--- src/rtl/bsg_fifo_rolly_pkg.sv ---
// Shared types for the rolly FIFO replay controller and its timer.
package bsg_fifo_rolly_pkg;

  typedef enum logic [0:0] {eSend, eRoll} bsg_fifo_rolly_replay_state_e;

  // Bits needed to hold values 0..max_val inclusive.
  function automatic int unsigned bsg_fifo_rolly_cnt_w(input int unsigned max_val);
    return (max_val < 2) ? 1 : $clog2(max_val + 1);
  endfunction

endpackage

--- src/rtl/bsg_fifo_rolly_replay_ctrl_if.sv ---
// FIFO read port plus link/ack channel between the replay controller and its neighbours.
interface bsg_fifo_rolly_replay_ctrl_if #(parameter int unsigned width_p = 8);

  logic [width_p-1:0] fifo_data_i;
  logic               fifo_v_i;
  logic               fifo_yumi_o;
  logic               fifo_deq_o;
  logic               fifo_roll_o;
  logic [width_p-1:0] link_data_o;
  logic               link_v_o;
  logic               link_ready_i;
  logic               ack_v_i;
  logic               nack_v_i;

  modport master (
    input  fifo_data_i, fifo_v_i, link_ready_i, ack_v_i, nack_v_i,
    output fifo_yumi_o, fifo_deq_o, fifo_roll_o, link_data_o, link_v_o
  );

  modport slave (
    output fifo_data_i, fifo_v_i, link_ready_i, ack_v_i, nack_v_i,
    input  fifo_yumi_o, fifo_deq_o, fifo_roll_o, link_data_o, link_v_o
  );

endinterface

--- src/rtl/bsg_fifo_rolly_timer.sv ---
// Idle timer for the replay controller: flags expiry after timeout_p enabled cycles.
module bsg_fifo_rolly_timer
  import bsg_fifo_rolly_pkg::*;
#(
  parameter int unsigned timeout_p = 256
) (
  input  logic clk_i,
  input  logic reset_i,
  input  logic clear_i,
  input  logic en_i,
  output logic expired_o
);

  localparam int unsigned cnt_w_lp = bsg_fifo_rolly_cnt_w(timeout_p - 1);

  logic [cnt_w_lp-1:0] cnt_r;

  assign expired_o = en_i & (cnt_r == cnt_w_lp'(timeout_p - 1));

  // Holds at the terminal count; the roll that follows expiry clears it.
  always_ff @(posedge clk_i) begin
    if (reset_i | clear_i)
      cnt_r <= '0;
    else if (en_i & ~expired_o)
      cnt_r <= cnt_r + cnt_w_lp'(1);
  end

endmodule

--- src/rtl/bsg_fifo_rolly_replay_ctrl.sv ---
// Go-back-N replay controller on the read side of a rolly FIFO.
// Define BSG_FIFO_ROLLY_REPLAY_CTRL_TIMEOUT_EN to add an idle-timeout auto-roll.
module bsg_fifo_rolly_replay_ctrl
  import bsg_fifo_rolly_pkg::*;
#(
  parameter int unsigned width_p      = 8,
  parameter int unsigned lg_size_p    = 3,
  parameter int unsigned window_p     = 1 << lg_size_p,
  parameter int unsigned timeout_p    = 256,
  parameter int unsigned roll_cnt_w_p = 16
) (
  input  logic                    clk_i,
  input  logic                    reset_i,
  bsg_fifo_rolly_replay_ctrl_if.master io,
  output logic [lg_size_p:0]      outstanding_o,
  output logic [roll_cnt_w_p-1:0] roll_cnt_o,
  output logic                    err_o
);

  localparam int unsigned cnt_w_lp = lg_size_p + 1;

  bsg_fifo_rolly_replay_state_e state_r, state_n;
  logic [cnt_w_lp-1:0]     out_r, out_n;
  logic [roll_cnt_w_p-1:0] roll_cnt_r, roll_cnt_n;
  logic                    err_r, err_n;
  logic                    link_v, yumi, deq, roll, roll_go;
  logic                    has_out, timeout_fire;
  logic [width_p-1:0]      head_data;

  assign has_out   = (out_r != '0);
  assign head_data = io.fifo_data_i;

`ifdef BSG_FIFO_ROLLY_REPLAY_CTRL_TIMEOUT_EN
  logic timer_expired;

  bsg_fifo_rolly_timer #(.timeout_p(timeout_p)) u_timer (
    .clk_i     (clk_i),
    .reset_i   (reset_i),
    .clear_i   ((state_r == eRoll) | io.ack_v_i | ~has_out),
    .en_i      ((state_r == eSend) & has_out),
    .expired_o (timer_expired)
  );

  assign timeout_fire = timer_expired & ~io.ack_v_i;
`else
  assign timeout_fire = 1'b0;
`endif

  // Next-state and strobe decode; nack outranks a same-cycle ack.
  always_comb begin
    state_n    = state_r;
    out_n      = out_r;
    roll_cnt_n = roll_cnt_r;
    err_n      = err_r;
    link_v     = 1'b0;
    yumi       = 1'b0;
    deq        = 1'b0;
    roll       = 1'b0;
    roll_go    = 1'b0;
    unique case (state_r)
      eSend: begin
        link_v = io.fifo_v_i & (out_r < cnt_w_lp'(window_p));
        yumi   = link_v & io.link_ready_i;
        if (io.nack_v_i) begin
          if (has_out | yumi) roll_go = 1'b1;
          else                err_n   = 1'b1;
        end else if (io.ack_v_i) begin
          if (has_out) deq   = 1'b1;
          else         err_n = 1'b1;
        end
        if (timeout_fire) roll_go = 1'b1;
        out_n = out_r + cnt_w_lp'(yumi) - cnt_w_lp'(deq);
        if (roll_go) state_n = eRoll;
      end
      eRoll: begin
        roll  = 1'b1;
        out_n = '0;
        if (roll_cnt_r != '1) roll_cnt_n = roll_cnt_r + roll_cnt_w_p'(1);
        if (io.ack_v_i | io.nack_v_i) err_n = 1'b1;
        state_n = eSend;
      end
    endcase
  end

  always_ff @(posedge clk_i) begin
    if (reset_i) begin
      state_r    <= eSend;
      out_r      <= '0;
      roll_cnt_r <= '0;
      err_r      <= 1'b0;
    end else begin
      state_r    <= state_n;
      out_r      <= out_n;
      roll_cnt_r <= roll_cnt_n;
      err_r      <= err_n;
    end
  end

  // Strobes are held low while reset is asserted.
  assign io.link_v_o    = link_v & ~reset_i;
  assign io.fifo_yumi_o = yumi & ~reset_i;
  assign io.fifo_deq_o  = deq & ~reset_i;
  assign io.fifo_roll_o = roll & ~reset_i;
  assign io.link_data_o = head_data;

  assign outstanding_o = out_r;
  assign roll_cnt_o    = roll_cnt_r;
  assign err_o         = err_r;

endmodule

--- src/flat_wrapper.sv ---
// flat-port wrapper written by rule: the top's interface ports become plain ports
module bsg_fifo_rolly_replay_ctrl_flat import bsg_fifo_rolly_pkg::*;
#(
  parameter int unsigned width_p      = 8,
  parameter int unsigned lg_size_p    = 3,
  parameter int unsigned window_p     = 1 << lg_size_p,
  parameter int unsigned timeout_p    = 256,
  parameter int unsigned roll_cnt_w_p = 16
)
  (clk_i, reset_i, outstanding_o, roll_cnt_o, err_o, io_fifo_data_i, io_fifo_v_i, io_link_ready_i, io_ack_v_i, io_nack_v_i, io_fifo_yumi_o, io_fifo_deq_o, io_fifo_roll_o, io_link_data_o, io_link_v_o);
  bsg_fifo_rolly_replay_ctrl_if #(.width_p(width_p)) io_i ();
  input  logic clk_i;
  input  logic reset_i;
  output logic [lg_size_p:0] outstanding_o;
  output logic [roll_cnt_w_p-1:0] roll_cnt_o;
  output logic err_o;
  input wire logic [$bits(io_i.fifo_data_i)-1:0] io_fifo_data_i;
  input wire logic [$bits(io_i.fifo_v_i)-1:0] io_fifo_v_i;
  input wire logic [$bits(io_i.link_ready_i)-1:0] io_link_ready_i;
  input wire logic [$bits(io_i.ack_v_i)-1:0] io_ack_v_i;
  input wire logic [$bits(io_i.nack_v_i)-1:0] io_nack_v_i;
  output wire logic [$bits(io_i.fifo_yumi_o)-1:0] io_fifo_yumi_o;
  output wire logic [$bits(io_i.fifo_deq_o)-1:0] io_fifo_deq_o;
  output wire logic [$bits(io_i.fifo_roll_o)-1:0] io_fifo_roll_o;
  output wire logic [$bits(io_i.link_data_o)-1:0] io_link_data_o;
  output wire logic [$bits(io_i.link_v_o)-1:0] io_link_v_o;
  assign io_i.fifo_data_i = io_fifo_data_i;
  assign io_i.fifo_v_i = io_fifo_v_i;
  assign io_i.link_ready_i = io_link_ready_i;
  assign io_i.ack_v_i = io_ack_v_i;
  assign io_i.nack_v_i = io_nack_v_i;
  assign io_fifo_yumi_o = io_i.fifo_yumi_o;
  assign io_fifo_deq_o = io_i.fifo_deq_o;
  assign io_fifo_roll_o = io_i.fifo_roll_o;
  assign io_link_data_o = io_i.link_data_o;
  assign io_link_v_o = io_i.link_v_o;
  bsg_fifo_rolly_replay_ctrl #(.width_p(width_p), .lg_size_p(lg_size_p), .window_p(window_p), .timeout_p(timeout_p), .roll_cnt_w_p(roll_cnt_w_p)) u_core (.clk_i(clk_i), .reset_i(reset_i), .io(io_i), .outstanding_o(outstanding_o), .roll_cnt_o(roll_cnt_o), .err_o(err_o));
endmodule
--- config.mk ---
export PLATFORM = sky130hd
export DESIGN_NAME = bsg_fifo_rolly_replay_ctrl_flat
export DESIGN_NICKNAME = d
export VERILOG_FILES = /design/src/rtl/bsg_fifo_rolly_pkg.sv /design/src/rtl/bsg_fifo_rolly_replay_ctrl_if.sv /design/src/rtl/bsg_fifo_rolly_timer.sv /design/src/rtl/bsg_fifo_rolly_replay_ctrl.sv /design/src/flat_wrapper.sv
export SDC_FILE = /design/constraint.sdc
export NUM_CORES = 1
export LEC_CHECK = 0
export CELL_PAD_IN_SITES_DETAIL_PLACEMENT = 1
export CELL_PAD_IN_SITES_GLOBAL_PLACEMENT = 1
export CORE_UTILIZATION = 34
export DETAILED_ROUTE_END_ITERATION = 10
export HOLD_SLACK_MARGIN = 0.03
export PLACE_DENSITY_LB_ADDON = 0.08
export SLEW_MARGIN = 5
export SYNTH_ARGS = -nofsm -noshare
export SYNTH_HDL_FRONTEND = slang
export SYNTH_HIERARCHICAL = 1
export SYNTH_SLANG_ARGS = --single-unit
export TNS_END_PERCENT = 30
--- constraint.sdc ---
create_clock -name clk_i -period 4.2 [get_ports clk_i]
set_input_delay 0.42 -clock clk_i [delete_from_list [all_inputs] [get_ports clk_i]]
set_output_delay 0.42 -clock clk_i [all_outputs]
set_load 0.02 [all_outputs]
==> run_results.csv, run 1 <==
group,metric,value,unit
final_layout,layout.cells.most_common,"sky130_fd_sc_hd__clkdlybuf4s50_1",
setup_path,critical_path.max_stage_delay,0.60,ns
timing,fmax,392,MHz
cts,post_cts_resized,0,
cts,ctsHoldBuffers,0,
yosys,postSynth.topFlopCell,"sky130_fd_sc_hd__dfxtp_1",
timing,report.final.setup_viol,0,
cts,cts.sinks,22,
die,die-height,63.1,um
global_routing,grt_pass1_wl,5660,um
power,share_comb_of_total_power,0.378,
timing,final_clock_period_utilization_by_the_worst_path,0.608,
global_routing,number_of_global_route_vias_before_repair,1224,
global_routing,gr-usage-all-layers,0.177,
yosys,synth-seq-cells,22,
timing,drv_slew,0,
yosys,synth_async_sr_flop_share,0,
cts,worst_skew_pair.late_latency,0.26,ns
die,fp-row-count,21,
yosys,net_count_after_synthesis,172,
final_layout,number_of_inserted_diodes,0,
yosys,synth_top_area_share,0.347,
place,hpwl,2360,um
hold_path,hold_depth,2,
yosys,synth.area.top_cells,"sky130_fd_sc_hd__dfxtp_1 35%, sky130_fd_sc_hd__ha_1 5.9%, sky130_fd_sc_hd__buf_4 4.7%, sky130_fd_sc_hd__nor2_1 4.4%, sky130_fd_sc_hd__a21oi_1 3.9%",
final_layout,drive_above_1_share,0.0690,
place,placed_cells,216,
power,p_leak,0.566,nW
setup_path,path_common_cell,"sky130_fd_sc_hd__nor3b_1",
cts,cts_setup_buffers,0,
yosys,synth.yosys.warnings,6,
yosys,synthesis.area_per_instance,8.40,um^2
final_layout,flow.area_growth_from_synthesis,27.1,%
final_layout,design.final.nets,196,
power,p_int,0.000442,W
hold_path,worst_hold_startpoint,"u_core/roll_cnt_o[15]",
cts,clock-root-buffer,"sky130_fd_sc_hd__clkbuf_8",
setup_path,critPathKind,"flop to output port",
hold_path,hold_path_end,"u_core/roll_cnt_o[15]",
yosys,count_of_cell_types_in_the_netlist,38,
yosys,synth_area,1270,um^2
timing,final.setup_skew,0.00403,ns
setup_path,timing.rr.start,"u_core/outstanding_o[3]",
setup_path,timing.critical_path.slowest_stage_cell,"sky130_fd_sc_hd__clkdlybuf4s50_1",
cts,tritoncts,"done",
setup_path,worst-endpoint-required,3.78,ns
timing,hold_viol_final,0,
status,outcome,"finished, final reports clean",
timing,slew_headroom,0.576,
cts,cts_max_path_buffers,2,
route,post_drt_via_cell_ratio,5.30,
setup_path,r2r.worst_path.cells,11,
global_routing,gr-total-overflow,0,
yosys,synth_largest_area_cell,"sky130_fd_sc_hd__dfxtp_1",
cts,h-tree-depth,1,
yosys,synthesis.instances,151,
timing,post-route-worst-setup-slack,1.65,ns
global_routing,grt_antenna_before_repair,0,
route,routed-via-count,1166,
setup_path,regToRegEndpoint,"u_core/outstanding_o[2]",
yosys,ys_seq_area_frac,0.347,
power,fin_total_pwr,0.000671,W
power,fraction_of_power_spent_switching_nets,0.342,
final_layout,final_util,0.469,
timing,finalWorstPathRequiredPeriod,2.55,ns
cts,clk_pin_slew,0.08,ns
yosys,synth-edff-count,0,
hold_path,min-delay-path-class,"flop to flop",
setup_path,critical_path.endpoint_type,"output port",
power,power_density,416,nW/um^2
die,fp.dieArea,3980,um^2
power,clkPwrFrac,0.232,
route,detail_route.first_pass.iterations,4,
route,dr.first_iter.drc_count,53,
setup_path,timing.critical_path.cells,"inv_1, ha_1, nor3b_1, nor3b_1, and2_1, clkdlybuf4s50_1",
final_layout,final_cell_mix,"30 x sky130_fd_sc_hd__clkdlybuf4s50_1, 22 x sky130_fd_sc_hd__dfxtp_1, 15 x sky130_fd_sc_hd__nor2_1",
die,die-width,63.1,um
job,maxCapViolCount,0,
final_layout,area_used_by_multi_input_combinational_logic,718,um^2
final_layout,final_cells,220,
timing,worstMarginPinSlew,0.630,ns
power,seq_power_share,0.390,
place,gp_congestion,0.750,
power,total_switching_power,0.000230,W
die,io_pins,47,
setup_path,arrival,2.13,ns
setup_path,critPathLaunchType,"flop",
power,vdd_ir_drop_max,0.000247,V
route,detail_route.drc_violations,0,
final_layout,seqCellArea,440,um^2
timing,setup_repair_after_global_routing_missed_its_margin,"false",
setup_path,r2r_slack,1.83,ns
route,detail-route-antenna-nets,0,
timing,setup_tns,0,ns
route,detail_route.wirelength,3200,um
setup_path,path_max_fanout,3,
place,post-place-ws,1.67,ns
route,wire_per_inst,14.6,um
cts,cts_inserted_buffers,3,
die,initial_core_util,0.369,
place,buffer_ports.inserted,30,
die,core_area,3440,um^2
final_layout,fill_cells,415,
global_routing,pin_count_of_the_biggest_net_entering_global_routing,27,
==> state kept, by name, indices dropped and copies added, names as in the netlist <==
signal / cells
u_core/err_o: 1
u_core/outstanding_o: 4
u_core/roll_cnt_o: 16
u_core/state_r: 1
==> power groups by stage <==
stage               Sequential (W)  Clock [W]  Combinational, W
floorplan                 0.000284          0          0.000149
global placement          0.000267          0          0.000241
detailed placement        0.000267          0          0.000252
CTS                       0.000263   0.000161          0.000254
global route              0.000269   0.000171          0.000276
finish                    0.000262   0.000156          0.000254
==> per-stage QoR <==
step                cell area, um^2  hold WS, ns
CTS                            1610        0.541
floorplan                      1270        0.536
finish                         1610        0.532
global route                   1610        0.568
detailed placement             1560        0.529
global placement               1560        0.502
==> worst max-delay path by stage <==
stage                                  from                      end  slack (ns)  cells past startpoint
finish              u_core/outstanding_o[3]            io_fifo_deq_o        1.65                      6
global route        u_core/outstanding_o[3]            io_fifo_deq_o        1.52                      6
CTS                 u_core/outstanding_o[3]            io_fifo_deq_o        1.61                      6
detailed placement                  reset_i           io_fifo_yumi_o        1.67                      5
global placement                io_nack_v_i  u_core/outstanding_o[2]        1.75                      9
floorplan           u_core/outstanding_o[2]  u_core/outstanding_o[2]        1.96                     11
==> cell usage after synthesis (all sizes together) (2+ instances only) <==
cell / instances
and3: 2
a21oi: 10
o21ai: 2
nor4: 4
nand2b: 2
clkbuf: 3
a211oi: 4
nor3: 6
nand3: 4
dfxtp: 22
o31ai: 3
a311oi: 2
nor2b: 7
o21bai: 2
nand2: 9
mux2i: 2
inv: 9
nand4: 5
and2: 4
ha: 6
or4: 4
nor3b: 2
buf: 9
nor2: 15
mux2: 4
==> metal layers <==
layer / share of wire / vias up / GRT usage / wire length [um]
li1: - / 577 / - / -
met1: 0.50 / 553 / 0.227 / 1590
met2: 0.46 / 28 / 0.308 / 1470
met3: 0.036 / 8 / 0.0272 / 114
met4: 0.0078 / 0 / 0.0436 / 25
met5: 0 / - / 0 / 0
==> critical path: cells and delay by family (launching register included) <==
family	cells	cell delay [ns]
and+or+nand+nor	3	0.66
adders and majority gates	1	0.19
buffers and inverters	2	0.66
DFF	1	0.37
==> logic make-up (layout without fill, tap and decap cells) <==
family / count (synthesis) / in the layout / share of synthesized area
muxes: 6 / 6 / 0.0513
AOI/OAI and AO/OA: 26 / 26 / 0.133
and+or+nand+nor: 67 / 67 / 0.293
adders and majority gates: 7 / 7 / 0.0749
DFF: 22 / 22 / 0.347
buffers and inverters: 21 / 44 / 0.0868
xor gates and xnor gates: 2 / 2 / 0.0138
==> area by class of cell <==
cell class | instances | share of cell area
multi-input cells | 108 | 0.445
flip-flops and latches | 22 | 0.273
repair buffers | 31 | 0.191
well taps | 46 | 0.0357
clock buffers | 4 | 0.0341
inverters | 9 | 0.0209
No activity file was read; power rests on OpenSTA's default activity.
==> run 2, diff against run 1 <==
--- a/config.mk
+++ b/config.mk
@@ -7,7 +7,7 @@
 export LEC_CHECK = 0
 export CELL_PAD_IN_SITES_DETAIL_PLACEMENT = 1
 export CELL_PAD_IN_SITES_GLOBAL_PLACEMENT = 1
-export CORE_UTILIZATION = 34
+export CORE_UTILIZATION = 28
 export DETAILED_ROUTE_END_ITERATION = 10
 export HOLD_SLACK_MARGIN = 0.03
 export PLACE_DENSITY_LB_ADDON = 0.08
==> constraint.sdc (replaced) <==
create_clock -name clk_i -period 2.25 [get_ports clk_i]
set_input_delay 0.225 -clock clk_i [delete_from_list [all_inputs] [get_ports clk_i]]
set_output_delay 0.225 -clock clk_i [all_outputs]
set_load 0.02 [all_outputs]
==> run 2 against run 1 <==
- power up 120%
- final cell count up 7.3%
- non-clock buffer count up 10
- wire length up 2.4%
- via count up 4.8%
==> run_results.csv, run 2 (synthesized netlist as in run 1, its figures left out) <==
group,metric,value,unit
timing,post-route-worst-setup-slack,0.0914,ns
die,io_pins,47,
cts,tritoncts,"done",
final_layout,drive_above_1_share,0.185,
die,fp-row-count,24,
setup_path,timing.critical_path.buf_inv,3,
power,fraction_of_power_spent_switching_nets,0.316,
place,gp_congestion,0.751,
die,fp.dieArea,4800,um^2
timing,slew_headroom,0.570,
setup_path,critPathLaunchType,"flop",
hold_path,min-delay-path-class,"input pin to output port",
place,post-place-ws,-0.0610,ns
setup_path,timing.critical_path.cells,"inv_2, ha_2, nor3b_4, nor3b_2, ha_2, inv_2, ha_2, inv_2, fa_2, nor2_1",
route,wire_per_inst,13.9,um
cts,cts_max_path_buffers,2,
hold_path,worst_hold_startpoint,"io_fifo_data_i[4]",
cts,ctsHoldBuffers,0,
power,vdd_ir_drop_max,0.000498,V
power,total_switching_power,0.000457,W
power,clkPwrFrac,0.263,
setup_path,timing.critical_path.max_delay_family,"adder cells",
timing,final_clock_period_utilization_by_the_worst_path,0.959,
final_layout,largest_register_ff_count,16,
setup_path,critPathKind,"flop to flop",
timing,worstMarginPinSlew,0.639,ns
final_layout,fill_cells,519,
final_layout,flow.area_growth_from_synthesis,37.4,%
cts,clk_pin_slew,0.08,ns
power,seq_power_share,0.344,
route,detail_route.wirelength,3280,um
final_layout,area_used_by_multi_input_combinational_logic,748,um^2
route,detail_route.first_pass.iterations,4,
timing,drv_slew,0,
timing,final.setup_skew,0.0160,ns
final_layout,seqCellArea,443,um^2
die,die-height,69.3,um
power,p_int,0.000990,W
place,hpwl,2580,um
cts,cts.sinks,22,
setup_path,critical_path.endpoint_type,"flop",
place,buffer_ports.inserted,30,
timing,hold_viol_final,0,
global_routing,grt_antenna_before_repair,0,
final_layout,layout.cells.most_common,"sky130_fd_sc_hd__clkdlybuf4s50_1",
global_routing,gr-usage-all-layers,0.141,
global_routing,pin_count_of_the_biggest_net_entering_global_routing,16,
power,share_comb_of_total_power,0.393,
final_layout,design.final.nets,206,
setup_path,timing.critical_path.from,"u_core/outstanding_o[2]",
setup_path,critical_path.max_stage_delay,0.52,ns
route,routed-via-count,1222,
cts,cts_inserted_buffers,3,
setup_path,timing.critical_path.slowest_stage_cell,"sky130_fd_sc_hd__fa_2",
power,power_density,830,nW/um^2
die,core_area,4350,um^2
timing,report.final.setup_viol,0,
global_routing,grt_pass1_wl,5530,um
timing,finalWorstPathRequiredPeriod,2.16,ns
final_layout,final_cell_mix,"29 x sky130_fd_sc_hd__clkdlybuf4s50_1, 20 x sky130_fd_sc_hd__dfxtp_1, 15 x sky130_fd_sc_hd__nor2_1",
setup_path,arrival,2.32,ns
job,maxCapViolCount,0,
global_routing,gr-total-overflow,0,
final_layout,number_of_inserted_diodes,0,
cts,worst_skew_pair.late_latency,0.27,ns
power,p_leak,0.629,nW
global_routing,number_of_global_route_vias_before_repair,1189,
cts,clock-root-buffer,"sky130_fd_sc_hd__clkbuf_8",
die,initial_core_util,0.291,
cts,h-tree-depth,1,
route,detail-route-antenna-nets,0,
setup_path,worst-endpoint-required,2.41,ns
status,outcome,"finished, final reports clean",
setup_path,path_max_fanout,2,
timing,fmax,463,MHz
die,die-width,69.3,um
setup_path,timing.rr.start,"u_core/outstanding_o[2]",
route,detail_route.drc_violations,0,
route,dr.first_iter.drc_count,29,
route,post_drt_via_cell_ratio,5.18,
final_layout,final_util,0.400,
## run 2: worst reg2reg max path: stages (launching register included)
cell,delay [ns]
sky130_fd_sc_hd__dfxtp_2,0.34
sky130_fd_sc_hd__inv_2,0.04
sky130_fd_sc_hd__ha_2,0.17
sky130_fd_sc_hd__nor3b_4,0.15
sky130_fd_sc_hd__nor3b_2,0.23
sky130_fd_sc_hd__ha_2,0.31
sky130_fd_sc_hd__inv_2,0.05
sky130_fd_sc_hd__ha_2,0.17
sky130_fd_sc_hd__inv_2,0.04
sky130_fd_sc_hd__fa_2,0.52
sky130_fd_sc_hd__nor2_1,0.04
## run 2: worst paths after layout
kind	to	slack (ns)	cells past startpoint
max	u_core/outstanding_o[1]	0.09	10
min	io_link_data_o[4]	0.45	0
max reg2reg	u_core/outstanding_o[1]	0.09	10
min reg2reg	u_core/roll_cnt_o[13]	0.51	2
## run 2: layout make-up
cell class / instances / area share
Clock buffer: 3 / 0.0237
Clock inverter: 1 / 0.0172
Inverter: 9 / 0.0194
Multi-Input combinational cell: 108 / 0.429
Sequential cell: 22 / 0.254
Tap cell: 52 / 0.0373
Timing Repair Buffer: 41 / 0.219
## run 2: layer usage
metal | GRT usage | part of all wire
met5 | 0 | 0
met3 | 0.0392 | 0.032
met2 | 0.238 | 0.49
met1 | 0.177 | 0.47
met4 | 0.0317 | 0.0070
## run 2: stage by stage
| step | std cells | total power (W) | hold slack [ns] | setup TNS, ns | instance area [um^2] |
|---|---|---|---|---|---|
| final | 236 | 0.00145 | 0.450 | 0 | 1740 |
| after CTS | 233 | 0.00140 | 0.450 | 0 | 1700 |
| after global routing | 236 | 0.00155 | 0.450 | -0.00902 | 1740 |
| after global placement | 229 | 0.000984 | 0.450 | 0 | 1620 |
| after floorplan | 151 | 0.000808 | 0.341 | 0 | 1270 |
| after detailed placement | 229 | 0.00100 | 0.450 | -0.128 | 1620 |
## run 2: repair_timing
action                     in CTS  in global routing
resized for setup               3                 11
buffers inserted                0                  3
pin swaps                       0                  2
setup endpoints to repair       4                  3
## run 2: power by group through the flow
stage,Sequential [W],Combinational [W],Clock (W)
after floorplan,0.000530,0.000277,0
after global placement,0.000498,0.000486,0
after detailed placement,0.000499,0.000503,0
after CTS,0.000494,0.000512,0.000393
after global routing,0.000508,0.000630,0.000413
final,0.000498,0.000569,0.000380
==> run 3, diff against run 2 <==
--- a/config.mk
+++ b/config.mk
@@ -5,8 +5,10 @@
 export SDC_FILE = /design/constraint.sdc
 export NUM_CORES = 1
 export LEC_CHECK = 0
+export ABC_AREA = 1
 export CELL_PAD_IN_SITES_DETAIL_PLACEMENT = 1
 export CELL_PAD_IN_SITES_GLOBAL_PLACEMENT = 1
+export CORE_MARGIN = 2
 export CORE_UTILIZATION = 28
 export DETAILED_ROUTE_END_ITERATION = 10
 export HOLD_SLACK_MARGIN = 0.03
==> constraint.sdc (replaced) <==
create_clock -name clk_i -period 1.8 [get_ports clk_i]
set_input_delay 0.18 -clock clk_i [delete_from_list [all_inputs] [get_ports clk_i]]
set_output_delay 0.18 -clock clk_i [all_outputs]
set_load 0.02 [all_outputs]
==> run 3 against run 2 <==
- the flow now finishes with violations (setup timing)
- combinational power grew 81%
- synthesized cell count grew 30%
- sequential cell count is the same
- final cell count grew 26%
- non-clock buffer count grew 12
- clock power shrank 3%
- sequential share of layout area shrank 3.0 points
- worst hold slack lost 0.090 ns
- utilization grew 2.7 points
- largest power group unchanged
- power grew 37%
- register-to-register slack lost 0.46 ns
==> run_results.csv, run 3 <==
group,metric,value,unit
status,outcome,"finished, violations left",
status,violations_in_the_final_reports,"setup timing",
cts,cts_max_path_buffers,2,
yosys,synth-edff-count,0,
route,detail_route.first_pass.iterations,4,
place,post-place-ws,-0.409,ns
power,clkPwrFrac,0.186,
die,die-width,73.5,um
cts,clk_pin_slew,0.08,ns
timing,setup_tns,-0.882,ns
yosys,synth.area.top_cells,"sky130_fd_sc_hd__dfxtp_1 33%, sky130_fd_sc_hd__nand2_1 14%, sky130_fd_sc_hd__nor2_1 6.9%, sky130_fd_sc_hd__a21oi_1 5.9%, sky130_fd_sc_hd__inv_1 5.8%",
setup_path,worst-endpoint-required,1.96,ns
hold_path,min-delay-path-class,"input pin to output port",
yosys,net_count_after_synthesis,217,
hold_path,hold_depth,0,
final_layout,final_cells,297,
die,die-height,73.5,um
setup_path,critPathKind,"flop to flop",
timing,final.setup_skew,0.00742,ns
global_routing,pin_count_of_the_biggest_net_entering_global_routing,13,
die,fp-row-count,25,
setup_path,r2r_slack,-0.37,ns
yosys,synth_async_sr_flop_share,0,
yosys,count_of_cell_types_in_the_netlist,23,
setup_path,r2r.worst_path.cells,11,
place,placed_cells,290,
hold_path,hold_path_end,"io_link_data_o[4]",
yosys,post_synth_most_frequent_cells,"51 x sky130_fd_sc_hd__nand2_1, 25 x sky130_fd_sc_hd__nor2_1, 22 x sky130_fd_sc_hd__dfxtp_1",
power,power_density,991,nW/um^2
route,routed-via-count,1393,
yosys,synth_top_area_share,0.326,
timing,setup_repair_after_global_routing_missed_its_margin,"true",
power,p_leak,0.771,nW
die,core_area,4690,um^2
power,seq_power_share,0.297,
place,hpwl,3150,um
setup_path,regToRegEndpoint,"u_core/outstanding_o[1]",
cts,ctsHoldBuffers,0,
power,p_int,0.00126,W
final_layout,flow.area_growth_from_synthesis,48.1,%
place,gp_congestion,0.838,
route,post_drt_via_cell_ratio,4.69,
setup_path,critPathLaunchType,"flop",
place,buffer_ports.inserted,30,
cts,cts_inserted_buffers,3,
power,fraction_of_power_spent_switching_nets,0.366,
route,detail_route.wirelength,4090,um
final_layout,largest_register_ff_count,16,
yosys,ys_seq_area_frac,0.326,
cts,worst_skew_pair.late_latency,0.27,ns
route,detail-route-antenna-nets,0,
cts,cts.sinks,22,
timing,finalWorstPathRequiredPeriod,2.17,ns
die,initial_core_util,0.288,
power,vdd_ir_drop_max,0.000594,V
global_routing,grt_pass1_wl,6970,um
setup_path,arrival,2.33,ns
final_layout,design.final.nets,265,
yosys,postSynth.topFlopCell,"sky130_fd_sc_hd__dfxtp_1",
final_layout,number_of_inserted_diodes,0,
timing,hold_viol_final,0,
global_routing,gr-usage-all-layers,0.168,
timing,post-route-worst-setup-slack,-0.366,ns
setup_path,path_max_fanout,2,
route,dr.first_iter.drc_count,36,
timing,drv_slew,0,
die,io_pins,47,
yosys,synth_area,1350,um^2
hold_path,worst_hold_startpoint,"io_fifo_data_i[4]",
route,wire_per_inst,13.8,um
die,fp.dieArea,5400,um^2
global_routing,gr-total-overflow,0,
yosys,synth.yosys.warnings,6,
final_layout,fill_cells,583,
yosys,synth-seq-cells,22,
timing,worstMarginPinSlew,0.331,ns
yosys,synthesis.instances,196,
timing,report.final.setup_viol,4,
power,share_comb_of_total_power,0.517,
timing,final_clock_period_utilization_by_the_worst_path,1.20,
global_routing,grt_antenna_before_repair,0,
final_layout,final_cell_mix,"51 x sky130_fd_sc_hd__nand2_1, 26 x sky130_fd_sc_hd__clkdlybuf4s50_1, 24 x sky130_fd_sc_hd__nor2_1",
final_layout,drive_above_1_share,0.243,
setup_path,timing.rr.start,"u_core/outstanding_o[2]",
timing,fin_worst_hold_slack,0.360,ns
power,total_switching_power,0.000728,W
yosys,yosysMostFrequentCell,"sky130_fd_sc_hd__nand2_1",
yosys,synth_largest_area_cell,"sky130_fd_sc_hd__dfxtp_1",
cts,tritoncts,"done",
cts,clock-root-buffer,"sky130_fd_sc_hd__clkbuf_8",
cts,h-tree-depth,1,
route,detail_route.drc_violations,0,
timing,slew_headroom,0.778,
timing,fmax,462,MHz
setup_path,critical_path.endpoint_type,"flop",
final_layout,layout.cells.most_common,"sky130_fd_sc_hd__nand2_1",
yosys,synthesis.area_per_instance,6.90,um^2
global_routing,number_of_global_route_vias_before_repair,1464,
job,maxCapViolCount,0,
## run 3: cell types whose count changed after synthesis, moves of 6 or more
cell	previous run	this run
sky130_fd_sc_hd__inv_1	9	21
sky130_fd_sc_hd__nor2b_1	7	0
sky130_fd_sc_hd__nand2_1	9	51
sky130_fd_sc_hd__nor2_1	15	25
sky130_fd_sc_hd__a21oi_1	10	16
sky130_fd_sc_hd__nand3_1	4	12
## run 3: layout make-up
type / instances / area, um^2 / share of cell area
flip-flops and latches: 22 / 449 / 0.224
clock buffers: 4 / 55.1 / 0.0275
inverters: 21 / 83.8 / 0.0418
well taps: 54 / 67.6 / 0.0337
repair buffers: 53 / 464 / 0.232
multi-input cells: 143 / 883 / 0.441
## run 3: worst max path at each step
stage                                        from                       to  slack (ns)  cells after the start
final                     u_core/outstanding_o[2]  u_core/outstanding_o[1]       -0.37                     11
after global routing      u_core/outstanding_o[2]  u_core/outstanding_o[1]       -0.42                     11
after CTS                 u_core/outstanding_o[2]  u_core/outstanding_o[1]       -0.36                     11
after detailed placement  u_core/outstanding_o[3]  u_core/outstanding_o[1]       -0.41                     11
after global placement    u_core/outstanding_o[2]  u_core/outstanding_o[1]       -0.37                     11
after floorplan           u_core/outstanding_o[2]  u_core/outstanding_o[1]       -0.39                     11
## run 3: cell families after synthesis
| family | after synthesis | synth area share |
|---|---|---|
| simple gates | 107 | 0.351 |
| buf+inv | 31 | 0.114 |
| flops | 22 | 0.326 |
| compound gates | 21 | 0.0879 |
| xor+xnor | 8 | 0.0518 |
| fa+ha+maj | 7 | 0.0703 |
## run 3: critical path, stage by stage, from the launching register on
cell	delay (ns)
sky130_fd_sc_hd__dfxtp_4	0.36
sky130_fd_sc_hd__inv_4	0.04
sky130_fd_sc_hd__ha_4	0.15
sky130_fd_sc_hd__nor3b_4	0.15
sky130_fd_sc_hd__or2_4	0.25
sky130_fd_sc_hd__nor2_4	0.10
sky130_fd_sc_hd__ha_4	0.20
sky130_fd_sc_hd__inv_2	0.06
sky130_fd_sc_hd__ha_4	0.15
sky130_fd_sc_hd__inv_2	0.04
sky130_fd_sc_hd__fa_2	0.52
sky130_fd_sc_hd__nor2_1	0.04
## run 3: through the flow
step,power [W],cell area (um^2),utilization
global placement,0.00133,1820,0.389
finish,0.00199,2000,0.427
detailed placement,0.00137,1820,0.389
global route,0.00212,2000,0.427
floorplan,0.00105,1380,-
CTS,0.00180,1910,0.407
## run 3: power groups by stage
stage          Combinational (W)  Clock, W  Sequential [W]
4_1_cts                 0.000831  0.000383        0.000590
5_1_grt                  0.00112  0.000404        0.000598
6_report                 0.00103  0.000370        0.000589
2_1_floorplan           0.000381         0        0.000667
3_3_place_gp            0.000739         0        0.000593
3_5_place_dp            0.000772         0        0.000596
## run 3: per-layer routing
metal / wire length (um) / up-vias / global-route usage
met5: 0 / - / 0
met4: 72 / 0 / 0.0646
met3: 149 / 10 / 0.0274
met2: 1900 / 27 / 0.277
met1: 1970 / 642 / 0.219
li1: - / 714 / -
## run 3: timing repair
action                                  in CTS  in global routing
endpoints found under the setup margin       7                 15
setup buffers                                2                  1
pin swaps                                    4                  7
resized for setup                           13                 19
==> edit 1: new RTL, config.mk and constraints of run 3 <==
Put one more register stage on the output `roll_cnt_o`. The value now appears one clock later. The other outputs are not delayed to match.
--- a/src/rtl/bsg_fifo_rolly_replay_ctrl.sv
+++ b/src/rtl/bsg_fifo_rolly_replay_ctrl.sv
@@ -105,5 +105,7 @@
 
   assign outstanding_o = out_r;
-  assign roll_cnt_o    = roll_cnt_r;
+  always_ff @(posedge clk_i) begin
+    roll_cnt_o <= roll_cnt_r;
+  end
   assign err_o         = err_r;
 
Behaviour: not the same (a bounded check fails within 4 cycles, from zero or initial values and one cycle with reset_i high).
==> edit 1 against run 3 <==
- the run still ends with setup timing left
- sequential cell count up 16
- power up 23%
- via count up 3.9%
- worst setup slack better by 0.032 ns
- wire length down 0.17%
- cell area up 14%
- global-route usage down 3.6 points
- synthesized area up 22%
- critical path depth unchanged
- critical path type unchanged
==> edit 1: results (changes against run 3) <==
Placed design:
- The cell area after placement is 2120 um^2 (+16%).
- The post-placement cell count is 314 (+8.3%).
- The post-place setup slack was -0.406 ns (+0.00297 ns).
- The detailed placement HPWL is 3.07 mm (-2.3%).
- The weighted congestion reported at the end of routability-driven placement came to 0.739 (-12%).

Routing:
- The total via count after detailed routing was 1447 (+3.9%).
- The average wire length per cell after detail routing was 12.6 um (-8.5%).
- The first-pass iteration count of the detailed router was 4 (unchanged).
- The number of DRC violations after detailed-routing iteration 0 was 26 (-28%).

Clock tree:
- The buffer count from post-CTS setup fixing is 0 (-2).
- CTS placed an instance of clkbuf_8 at the clock tree root.
- The post-cts sizing count is 9 (-4).
- The number of buffers created by CTS came to 5 (+2).
- The clock latency reported for the late side of the worst-skew pair came to 0.29 ns (+0.02 ns).
- The level count of the clock H-tree was 2 (+1).

Logic synthesis:
- Sorting the synthesized cells by area gives the leading types as dfxtp_1 46%, nand2_1 11%, a21oi_1 5.2%, inv_1 5.0%, ha_1 4.6%.
- The area fraction of the dominant cell type after synthesis is 0.461 (+0.136).
- By count the netlist is led by 47 x nand2_1, 38 x dfxtp_1, 22 x inv_1, 20 x nor2_1, 17 x a21oi_1.
- The net count of the mapped netlist was 226 (+4.1%).
- The sequential-to-total area share from yosys stat is 0.461 (+0.136).
- The number of standard cells after synthesis is 205 (+4.6%).
- In the synthesized netlist the dominant register cell turns out to be dfxtp_1.
- The number of flops mapped to enable cells by yosys is 0 (unchanged).
- The warning count from the yosys run is 6 (unchanged).
- The number of distinct standard cells referenced by the synthesized netlist was 26 (+13%).

Worst setup path:
- The standard cell with the maximum stage delay on the critical path is fa_2.
- The biggest fanout along the worst timing path is 3 (+1).
- The kind of cell with the highest combined delay on the critical path is adder cells.
- The highest cell delay on the worst timing path is 0.50 ns (-0.02 ns).

STA:
- The worst setup skew after layout is 0.00459 ns (-0.00283 ns).
- The slew at the pin with the worst max-slew slack is 0.323 ns (-0.00859 ns).
- The post-route setup TNS is -0.872 ns (+0.00913 ns).
- The final setup violation count is 4 (unchanged).
- The worst-case setup margin in the final layout came to -0.334 ns (+0.0321 ns).

Pwr:
- The total power consumption of the routed design is 2450 uW (+23%).
- The clock group total power is 713 uW (+93%).
- The reported combinational group power came to 787 uW (-24%).
- The internal power of the cells is 1700 uW (+35%).
- The leakage power summed over all cells is 0.000941 uW (+22%).
- The worst voltage drop across the vdd grid is 0.000532 V (-10%).

Layout:
- The final cell count without fillers is 324 (+9.1%).
- The final-stage net count is 272 (+2.6%).
- The filler cell count was 691 (+19%).
- The share of final-layout standard cells stronger than drive strength 1 is 0.210 (-0.0325).

Global routing:
- The global-route total usage across every layer is 0.132 (-0.0362).
- The first-pass GRT wire length is 6.55 mm (-6.0%).
- The number of antenna violations at the first check in global routing is 0 (unchanged).

Outcome:
- The flow ran to the end, but the final reports show violations.
- The checks that failed: setup timing.

Min path:
- The worst hold path belongs to the class in2out.
==> edit 1: cell count changes after synthesis, sizes merged, moves of 2 or more <==
cell | before | now
dfxtp | 22 | 38
nand4 | 6 | 3
nor2 | 30 | 26
nor3 | 2 | 4
xnor2 | 3 | 1
nand2 | 54 | 50
nand3b | 0 | 2
==> edit 1: kinds of logic (layout without fill, tap and decap cells) <==
| group | after synthesis | count (layout) | share of synthesized area |
|---|---|---|---|
| compound gates | 22 | 22 | 0.0751 |
| xor+xnor | 6 | 6 | 0.0319 |
| buf+inv | 32 | 79 | 0.0956 |
| fa+ha+maj | 7 | 7 | 0.0577 |
| simple gates | 100 | 100 | 0.278 |
| flops | 38 | 38 | 0.461 |
==> edit 1: path summary, 6_finish.rpt <==
check,endpoint,slack (ns),start,cells past startpoint
setup reg to reg,u_core/outstanding_o[1],-0.33,u_core/outstanding_o[3],11
hold / removal,io_link_data_o[3],0.36,io_fifo_data_i[3],0
hold reg to reg,u_core/roll_cnt_o[15],0.39,u_core/roll_cnt_r[15],0
setup / recovery,u_core/outstanding_o[1],-0.33,u_core/outstanding_o[3],11
==> edit 1: layer usage <==
| layer | track usage | wire length [um] | share of wire | vias up |
|---|---|---|---|---|
| li1 | - | - | - | 740 |
| met1 | 0.152 | 1820 | 0.44 | 670 |
| met2 | 0.228 | 2040 | 0.50 | 29 |
| met3 | 0.0411 | 185 | 0.045 | 8 |
| met4 | 0.0508 | 42 | 0.010 | 0 |
| met5 | 0 | 0 | 0 | - |
==> edit 1: area by class of cell <==
class	instances	area, um^2	area share
Clock buffer	5	68.8	0.0302
Clock inverter	3	40.0	0.0176
Inverter	22	87.6	0.0385
Multi-Input combinational cell	135	777	0.341
Sequential cell	38	768	0.338
Tap cell	72	90.1	0.0396
Timing Repair Buffer	49	444	0.195
==> edit 2: new RTL, flow settings as in run 3 <==
Without the edit above. `width_p` is set to 8 in 3 places; all go to 6.
--- a/src/rtl/bsg_fifo_rolly_replay_ctrl_if.sv
+++ b/src/rtl/bsg_fifo_rolly_replay_ctrl_if.sv
@@ -1,4 +1,4 @@
 // FIFO read port plus link/ack channel between the replay controller and its neighbours.
-interface bsg_fifo_rolly_replay_ctrl_if #(parameter int unsigned width_p = 8);
+interface bsg_fifo_rolly_replay_ctrl_if #(parameter int unsigned width_p = 6);
 
   logic [width_p-1:0] fifo_data_i;
--- a/src/rtl/bsg_fifo_rolly_replay_ctrl.sv
+++ b/src/rtl/bsg_fifo_rolly_replay_ctrl.sv
@@ -4,5 +4,5 @@
   import bsg_fifo_rolly_pkg::*;
 #(
-  parameter int unsigned width_p      = 8,
+  parameter int unsigned width_p      = 6,
   parameter int unsigned lg_size_p    = 3,
   parameter int unsigned window_p     = 1 << lg_size_p,
--- a/src/flat_wrapper.sv
+++ b/src/flat_wrapper.sv
@@ -2,5 +2,5 @@
 module bsg_fifo_rolly_replay_ctrl_flat import bsg_fifo_rolly_pkg::*;
 #(
-  parameter int unsigned width_p      = 8,
+  parameter int unsigned width_p      = 6,
   parameter int unsigned lg_size_p    = 3,
   parameter int unsigned window_p     = 1 << lg_size_p,
Interface: changed (resized io_fifo_data_i and io_link_data_o); port bits go from 47 to 43. No check against the original RTL was run, so the function may have changed too.
==> edit 2 against run 3 <==
- the run still ends with setup timing left
- first-iteration DRC count increased by 19%
- synthesized area fell by 1.1%
- critical path type unchanged
- sequential cell count unchanged
- wire length shrank 3.0%
- power down 9.3%
- sequential share of layout area increased by 0.66 points
- worst setup slack improved by 0.020 ns
- cell area down 3.1%
- clock skew down 0.0058 ns
- worst hold slack is essentially flat
==> edit 2: results (changes against run 3) <==
Pwr:
- The proportion of total power due to net switching is 0.364 (-0.00276).
- The flip-flop and latch power is 586 uW.
- The leakage power summed over all cells was 0.000744 uW (-3.5%).
- The worst voltage drop across the vdd grid came to 0.000529 V (-11%).
- The clock group total power is 329 uW (-11%).
- The total power consumption of the routed design came to 1800 uW (-9.3%).

Clock tree:
- The post-cts sizing count is 8 (-5).
- The number of buffers created by CTS is 3 (unchanged).
- The clock transition at the registers of the reported paths is 0.09 ns.
- The buffer count from post-CTS setup fixing is 0 (-2).
- The maximum number of buffers from clock root to sink was 2 (unchanged).

Routing:
- The vias per cell came to 4.70 (+0.22%).
- The total detailed-routing wirelength was 3.97 mm (-3.0%).
- The routed wire length on met3 is 168 um (+13%).
- The wire length on met2 was 1.98 mm (+3.9%).
- The average wire length per cell after detail routing is 13.5 um (-2.0%).
- The first-pass iteration count of the detailed router is 3 (-1).
- The number of DRC violations after detailed-routing iteration 0 is 43 (+19%).
- The met1 routed wirelength after detailed routing is 1.77 mm (-10%).

STA:
- The slew at the pin with the worst max-slew slack came to 0.356 ns (+0.0249 ns).
- The post-route setup TNS is -0.819 ns (+0.0626 ns).
- The final setup violation count is 3 (-1).
- The worst setup skew after layout came to 0.00157 ns (-0.00585 ns).
- The post-route worst hold slack is 0.360 ns (-0.00000100 ns).
- The worst-case setup margin in the final layout was -0.345 ns (+0.0204 ns).

Outcome:
- The final reports fail on setup timing.
- The flow ran to the end, but the final reports show violations.

Worst setup path:
- The standard cell with the maximum stage delay on the critical path is fa_2.
- The arrival time of data at the critical path endpoint was 2.31 ns (-0.02 ns).

Placed design:
- The weighted congestion reported at the end of routability-driven placement is 0.754 (-10%).
- The detailed placement HPWL is 3.07 mm (-2.5%).
- The cell area after placement is 1820 um^2 (-0.14%).
- The post-placement cell count is 288 (-0.69%).
- The post-place setup slack is -0.422 ns (-0.0130 ns).

Global routing:
- The maximum number of pins on one net before global-route repair is 18 (+5).
- The first-pass GRT wire length is 6.47 mm (-7.2%).
- The via count of the first global-routing pass is 1409 (-3.8%).
- The global-route total usage across every layer came to 0.156 (-0.0121).

Layout:
- The antenna diode count is 0 (unchanged).
- The final-stage net count came to 260 (-1.9%).
- The share of final-layout standard cells stronger than drive strength 1 is 0.204 (-0.0386).

Logic synthesis:
- The sequential-to-total area share from yosys stat is 0.329 (+0.00366).
- The number of standard cells after synthesis came to 194 (-1.0%).
- The net count of the mapped netlist came to 213 (-1.8%).
- The warning count from the yosys run is 6 (unchanged).
- Sorting the synthesized cells by area gives the leading types as dfxtp_1 33%, nand2_1 14%, nor2_1 7.0%, a21oi_1 6.0%, inv_1 5.9%.

Min path:
- The depth of the worst hold-timing path is 0 (unchanged).
- In this run the most critical hold path is launched from io_fifo_data_i[5].
- For hold timing, the worst endpoint is io_link_data_o[5].
edit 2: cells by family (layout without fill, tap and decap cells):
kind of cell / Yosys count / count (layout) / synth area share
XOR/XNOR: 8 / 8 / 0.0524
adder cells (fa/ha/maj): 7 / 7 / 0.0711
AO/OA/AOI/OAI: 21 / 21 / 0.0889
AND/OR/NAND/NOR: 107 / 107 / 0.355
buffers and inverters: 29 / 75 / 0.104
flip-flops: 22 / 22 / 0.329
edit 2: area by class of cell:
| cell class | count | area (um^2) |
|---|---|---|
| inverters | 21 | 83.8 |
| clock buffers | 3 | 41.3 |
| well taps | 54 | 67.6 |
| repair buffers | 50 | 462 |
| multi-input cells | 143 | 835 |
| flip-flops and latches | 22 | 448 |
| fillers | 581 | 2720 |
| clock inverters | 1 | 3.75 |
edit 2: layer usage:
metal	vias to the layer above	global-route usage
met5	-	0
met1	649	0.180
met2	24	0.272
met3	6	0.0401
li1	703	-
met4	0	0.0617
